[src/rtl/pll_reset_sequencer_pkg.sv]
// Shared types and helpers for the PLL reset sequencer: FSM state encoding,
// loss-counter width and the sizing function for the settle/hold counter.
package pll_pkg;

  typedef enum logic [1:0] {
    WAIT_LOCK = 2'd0,
    SETTLE    = 2'd1,
    RUN       = 2'd2,
    LOST      = 2'd3
  } pll_state_t;

  localparam int LOSS_CNT_W = 8;

  // One counter serves both the settle and hold phases, so size it for the larger.
  function automatic int cnt_width(input int settle_cycles, input int hold_cycles);
    int max_cycles;
    max_cycles = (settle_cycles > hold_cycles) ? settle_cycles : hold_cycles;
    return $clog2(max_cycles) + 1;
  endfunction

endpackage

[src/rtl/pll_reset_sequencer_if.sv]
// Sequencer-facing signal bundle: PLL lock in, system reset and status out.
// loss_count exists only when LOCK_LOSS_COUNT_EN is defined.
interface pll_reset_sequencer_if;
  import pll_pkg::*;

  logic lock_in;
  logic rst_out;
  logic ready;
  logic lock_lost;
`ifdef LOCK_LOSS_COUNT_EN
  logic [LOSS_CNT_W-1:0] loss_count;

  modport master (input lock_in, output rst_out, output ready, output lock_lost,
                  output loss_count);
  modport slave  (output lock_in, input rst_out, input ready, input lock_lost,
                  input loss_count);
`else
  modport master (input lock_in, output rst_out, output ready, output lock_lost);
  modport slave  (output lock_in, input rst_out, input ready, input lock_lost);
`endif
endinterface

[src/rtl/pll_reset_sequencer_sync_ff.sv]
// Parameterized N-stage synchronizer with asynchronous active-high reset;
// also used for the button inputs.
module sync_ff #(
  parameter int STAGES = 2
) (
  input  logic clk,
  input  logic rst,
  input  logic i_d,
  output logic o_q
);

  logic [STAGES-1:0] r_sync;

  // NOTE: sequential state uses non-blocking assignments so every stage samples
  // its predecessor's pre-edge value; blocking here would collapse the chain.
  always_ff @(posedge clk or posedge rst) begin
    if (rst) begin
      r_sync <= '0;
    end else begin
      r_sync <= {r_sync[STAGES-2:0], i_d};
    end
  end

  assign o_q = r_sync[STAGES-1];

endmodule

[src/rtl/pll_reset_sequencer.sv]
// Turns the PLL lock indication into a clean synchronous system reset.
// Optional saturating lock-loss counter enabled by LOCK_LOSS_COUNT_EN.
module pll_reset_sequencer
  import pll_pkg::*;
#(
  parameter int SYNC_STAGES   = 2,
  parameter int SETTLE_CYCLES = 1024,
  parameter int HOLD_CYCLES   = 16
) (
  input  logic                  clk,
  input  logic                  rst,
  pll_reset_sequencer_if.master bus
);

  localparam int              CNT_W       = cnt_width(SETTLE_CYCLES, HOLD_CYCLES);
  localparam logic [CNT_W-1:0] SETTLE_LAST = CNT_W'(SETTLE_CYCLES - 1);
  localparam logic [CNT_W-1:0] HOLD_LAST   = CNT_W'(HOLD_CYCLES - 1);

  pll_state_t       r_state;
  pll_state_t       w_next_state;
  logic [CNT_W-1:0] r_cnt;
  logic [CNT_W-1:0] w_next_cnt;
  logic             w_lock_s;
  logic             w_loss_event;
  logic             r_rst_out;
  logic             r_ready;
  logic             r_lock_lost;

  sync_ff #(
    .STAGES (SYNC_STAGES)
  ) u_lock_sync (
    .clk (clk),
    .rst (rst),
    .i_d (bus.lock_in),
    .o_q (w_lock_s)
  );

  // NOTE: defaults first so every path assigns every output and no latch is inferred.
  always_comb begin
    w_next_state = r_state;
    w_next_cnt   = r_cnt;
    unique case (r_state)
      WAIT_LOCK: begin
        w_next_cnt = '0;
        if (w_lock_s) w_next_state = SETTLE;
      end
      SETTLE: begin
        if (!w_lock_s) begin
          w_next_state = WAIT_LOCK;
          w_next_cnt   = '0;
        end else if (r_cnt == SETTLE_LAST) begin
          w_next_state = RUN;
          w_next_cnt   = '0;
        end else begin
          w_next_cnt = r_cnt + CNT_W'(1);
        end
      end
      RUN: begin
        w_next_cnt = '0;
        if (!w_lock_s) w_next_state = LOST;
      end
      LOST: begin
        // Hold time runs regardless of lock so a flapping PLL cannot shorten it.
        if (r_cnt == HOLD_LAST) begin
          w_next_state = WAIT_LOCK;
          w_next_cnt   = '0;
        end else begin
          w_next_cnt = r_cnt + CNT_W'(1);
        end
      end
      default: begin
        w_next_state = WAIT_LOCK;
        w_next_cnt   = '0;
      end
    endcase
  end

  assign w_loss_event = (r_state == RUN) && !w_lock_s;

  // Outputs are registered from the next state so they change on the same
  // edge as the state itself and never glitch.
  always_ff @(posedge clk or posedge rst) begin
    if (rst) begin
      r_state     <= WAIT_LOCK;
      r_cnt       <= '0;
      r_rst_out   <= 1'b1;
      r_ready     <= 1'b0;
      r_lock_lost <= 1'b0;
    end else begin
      r_state   <= w_next_state;
      r_cnt     <= w_next_cnt;
      r_rst_out <= (w_next_state != RUN);
      r_ready   <= (w_next_state == RUN);
      if (w_loss_event) r_lock_lost <= 1'b1;
    end
  end

  assign bus.rst_out   = r_rst_out;
  assign bus.ready     = r_ready;
  assign bus.lock_lost = r_lock_lost;

`ifdef LOCK_LOSS_COUNT_EN
  logic [LOSS_CNT_W-1:0] r_loss_count;

  always_ff @(posedge clk or posedge rst) begin
    if (rst) begin
      r_loss_count <= '0;
    end else if (w_loss_event && (r_loss_count != {LOSS_CNT_W{1'b1}})) begin
      r_loss_count <= r_loss_count + LOSS_CNT_W'(1);
    end
  end

  assign bus.loss_count = r_loss_count;
`endif

endmodule

[src/flat_wrapper.sv]
// flat-port wrapper written by rule: the top's interface ports become plain ports
module pll_reset_sequencer_flat import pll_pkg::*;
#(
  parameter int SYNC_STAGES   = 2,
  parameter int SETTLE_CYCLES = 1024,
  parameter int HOLD_CYCLES   = 16
)
  (clk, rst, bus_lock_in, bus_rst_out, bus_ready, bus_lock_lost);
  pll_reset_sequencer_if bus_i ();
  input  logic clk;
  input  logic rst;
  input wire logic [$bits(bus_i.lock_in)-1:0] bus_lock_in;
  output wire logic [$bits(bus_i.rst_out)-1:0] bus_rst_out;
  output wire logic [$bits(bus_i.ready)-1:0] bus_ready;
  output wire logic [$bits(bus_i.lock_lost)-1:0] bus_lock_lost;
  assign bus_i.lock_in = bus_lock_in;
  assign bus_rst_out = bus_i.rst_out;
  assign bus_ready = bus_i.ready;
  assign bus_lock_lost = bus_i.lock_lost;
  pll_reset_sequencer #(.SYNC_STAGES(SYNC_STAGES), .SETTLE_CYCLES(SETTLE_CYCLES), .HOLD_CYCLES(HOLD_CYCLES)) u_core (.clk(clk), .rst(rst), .bus(bus_i));
endmodule
[config.mk]
export PLATFORM = sky130hd
export DESIGN_NAME = pll_reset_sequencer_flat
export DESIGN_NICKNAME = d
export VERILOG_FILES = /design/src/rtl/pll_reset_sequencer_pkg.sv /design/src/rtl/pll_reset_sequencer_if.sv /design/src/rtl/pll_reset_sequencer_sync_ff.sv /design/src/rtl/pll_reset_sequencer.sv /design/src/flat_wrapper.sv
export SDC_FILE = /design/constraint.sdc
export NUM_CORES = 1
export LEC_CHECK = 0
export CAP_MARGIN = 20
export CORE_MARGIN = 1
export CORE_UTILIZATION = 30
export CTS_CLUSTER_SIZE = 14
export DETAILED_ROUTE_END_ITERATION = 8
export GPL_TIMING_DRIVEN = 0
export MAX_ROUTING_LAYER = met4
export PLACE_DENSITY = 0.48
export SETUP_SLACK_MARGIN = 0.05
export SLEW_MARGIN = 25
export SYNTH_ARGS = -nofsm -noshare
export SYNTH_HDL_FRONTEND = slang
export SYNTH_HIERARCHICAL = 1
export SYNTH_SLANG_ARGS = --single-unit
[constraint.sdc]
create_clock -name clk -period 1.97 [get_ports clk]
set_input_delay 0.4925 -clock clk [delete_from_list [all_inputs] [get_ports clk]]
set_output_delay 0.4925 -clock clk [all_outputs]
set_load 0.01 [all_outputs]
==> run_results.csv <==
group,metric,value,unit
run_status,status,"completed",
critical_path,cp_num_buf_inv,1,
floorplanning,pin_count,6,
placed_design,dp_slack,272,ps
power,power_density,644,mW/mm²
floorplanning,die_w,55.5,µm
synth,syn_area,857,µm²
critical_path,critPathSlowestCell,"dfstp_2",
timing,finalWorstSetupSlack,131,ps
drt,drtIter0Drc,13,
drt,first_pass_iters,4,
synth,postSynthCellCount,85,
timing,rsz0062_at_grt,"no",
hold_path,hold_class,"in2async",
global_route,grt_util_met1,16.6,%
synth,yosys_warnings,6,
synth,synth_cell_types,31,
synth,synth.top_cell.area_share,49.6,%
critical_path,r2r-start,"u_core/r_cnt[0]$_DFF_PP0_",
final_layout,drive_above_1_share,10.6,%
timing,max_freq,544,MHz
final_layout,fill_cells,285,
drt,wirelength,1490,µm
synth,synthesis.nets,89,
floorplanning,start_util,31.4,%
flow_run,drv_cap,0,
clocking,cts_root_buf,"clkbuf_4",
clocking,path_clk_slew,100,ps
floorplanning,die_h,55.5,µm
global_route,antenna_found_initial,0,
critical_path,ff2ff_path_depth,5,
global_route,grt_use_met2,15.1,%
clocking,cts_buffer_depth,2,
critical_path,rr_endpoint,"u_core/r_state[0]$_DFF_PP0_",
floorplanning,core_area,0.00273,mm²
synth,synth.most_common_cell,"dfrtp_1",
clocking,clkSinkCount,18,
clocking,cts_buffers,3,
critical_path,end_kind,"output port",
synth,synthTopCellsByCount,"17 x dfrtp_1, 14 x nor2_1, 5 x nand2_1, 5 x nor3_1, 5 x xnor2_1",
synth,yosysSeqAreaShare,52.7,%
synth,synth_edf_count,0,
timing,period_share,93.3,%
synth,syn_area_per_cell,10.1,µm²
global_route,top_usage_layer,"met1",
timing,maxSlewViolCount,0,
global_route,grt_pass1_vias,584,
clocking,post-cts-setup-buffer-count,0,
floorplanning,design.die.area,0.00307,mm²
critical_path,critPathLaunchType,"flip-flop",
critical_path,cp.required,1480,ps
drt,ant_nets,0,
critical_path,crit_family,"flip-flops",
clocking,post_cts_resize_count,0,
global_route,grt_pass1_wl,2720,µm
synth,synth_area_leaders,"dfrtp_1 50%, nor2_1 6.1%, xnor2_1 5.1%, dfstp_2 3.1%, xor2_1 3.1%",
critical_path,critPathMaxStageDelay,530,ps
drt,via_count,605,
critical_path,crit_chain,"clkdlybuf4s50_1",
timing,finClkSkew,2.29,ps
synth,ys_seq_elements,18,
synth,synth_area_leader_cell,"dfrtp_1",
final_layout,antenna_cells,0,
critical_path,crit_type,"reg2out",
synth,async_flop_share,100,%
power,ir_drop,0.391,mV
drt,drc,0,
drt,wl_per_cell,11.9,µm
clocking,cts_tree,"built",
clocking,clock_latency,290,ps
critical_path,r2r_slack,260,ps
global_route,grt-ovfl-total,0,
floorplanning,rows,19,
final_layout,syn_to_final_growth,14.6,%
power,p_leak,0.000417,µW
timing,hold_violations,0,
final_layout,nets,99,
timing,tns,0,ps
global_route,grt_start_max_net_pins,17,
drt,vias_per_cell,4.84,
synth,synthFlopType,"dfrtp_1",
placed_design,numPortBuffers,5,
global_route,grtUsageMet3,4.92,%
clocking,h-tree-depth,1,
timing,tightest_slew,613,ps
timing,relSlewSlack,59.1,%
critical_path,cp_max_fo,1,
critical_path,critPathArrivalTime,1350,ps
placed_design,gp_congestion,0.718,
clocking,hold_buffers,0,
global_route,gr-usage-all-layers,11.7,%
timing,setup_viol,0,
placed_design,place_hpwl,1070,µm
timing,period_minus_slack,1840,ps
[cell families after synthesis]
logic type,share of synthesized area (%)
adder cells (fa/ha/maj),1.46
XOR/XNOR,8.18
AND/OR/NAND/NOR,27.0
flip-flops,52.7
buffers and inverters,3.07
multiplexers,1.17
AO/OA/AOI/OAI,6.42
[placed cells by master (no fill, tap or decap), types with 2 or more instances in the layout]
cell / n
a21oi_1: 2
clkbuf_4: 3
clkdlybuf4s50_1: 5
dfrtp_1: 17
inv_1: 4
nand2_1: 5
nand3_1: 4
nand3b_1: 3
nor2_1: 14
nor3_1: 5
or4_1: 3
xnor2_1: 5
xor2_1: 3
[state kept, by name (all words and copies together), names as in the netlist]
register,count
u_core/u_lock_sync/r_sync,2
u_core/bus.ready,1
u_core/r_cnt,11
u_core/bus.rst_out,1
u_core/r_state,2
u_core/bus.lock_lost,1
[metrics by stage]
stage | area, µm² | util (%) | instances | hold WS [ps] | total power [µW]
4_1_cts | 982 | 35.9 | 125 | 351 | 648
6_report | 982 | 35.9 | 125 | 357 | 633
3_3_place_gp | 946 | 34.6 | 121 | 335 | 412
5_1_grt | 982 | 35.9 | 125 | 357 | 664
3_5_place_dp | 946 | 34.6 | 121 | 335 | 412
2_1_floorplan | 857 | - | 85 | 234 | 402
[layer usage]
metal / share of wire, % / vias to the layer above / wire length (µm)
met5: 0 / - / 0
met3: 3.6 / 2 / 53
met1: 56 / 287 / 839
met4: 0.61 / 0 / 9
met2: 39 / 5 / 582
li1: - / 311 / -
[power by group]
group	internal, µW	leakage (µW)	switching (µW)
Sequential	374	0.000240	4.01
Clock	113	0.0000210	116
Combinational	9.67	0.000156	15.8
Total	497	0.000417	136
[worst max path at each step]
stage                            startpoint                          end  slack, ps  depth (start not counted)
4_1_cts        u_core/bus.rst_out$_DFF_PP1_                  bus_rst_out        120                          1
6_report       u_core/bus.rst_out$_DFF_PP1_                  bus_rst_out        130                          1
3_3_place_gp      u_core/r_cnt[0]$_DFF_PP0_  u_core/r_state[0]$_DFF_PP0_        250                          5
2_1_floorplan     u_core/r_cnt[4]$_DFF_PP0_    u_core/r_cnt[2]$_DFF_PP0_        400                          5
3_5_place_dp      u_core/r_cnt[4]$_DFF_PP0_    u_core/r_cnt[5]$_DFF_PP0_        270                          5
5_1_grt        u_core/bus.rst_out$_DFF_PP1_                  bus_rst_out        100                          1
[area by class of cell]
| type | count | area (µm²) | area share, % |
|---|---|---|---|
| Sequential cell | 18 | 452 | 46.0 |
| Clock buffer | 4 | 36.3 | 3.69 |
| Buffer | 2 | 11.3 | 1.15 |
| Tap cell | 31 | 38.8 | 3.95 |
| Inverter | 4 | 15.0 | 1.53 |
| Timing Repair Buffer | 5 | 50.0 | 5.10 |
| Multi-Input combinational cell | 61 | 379 | 38.6 |
Power figures use the tool's default switching activity.
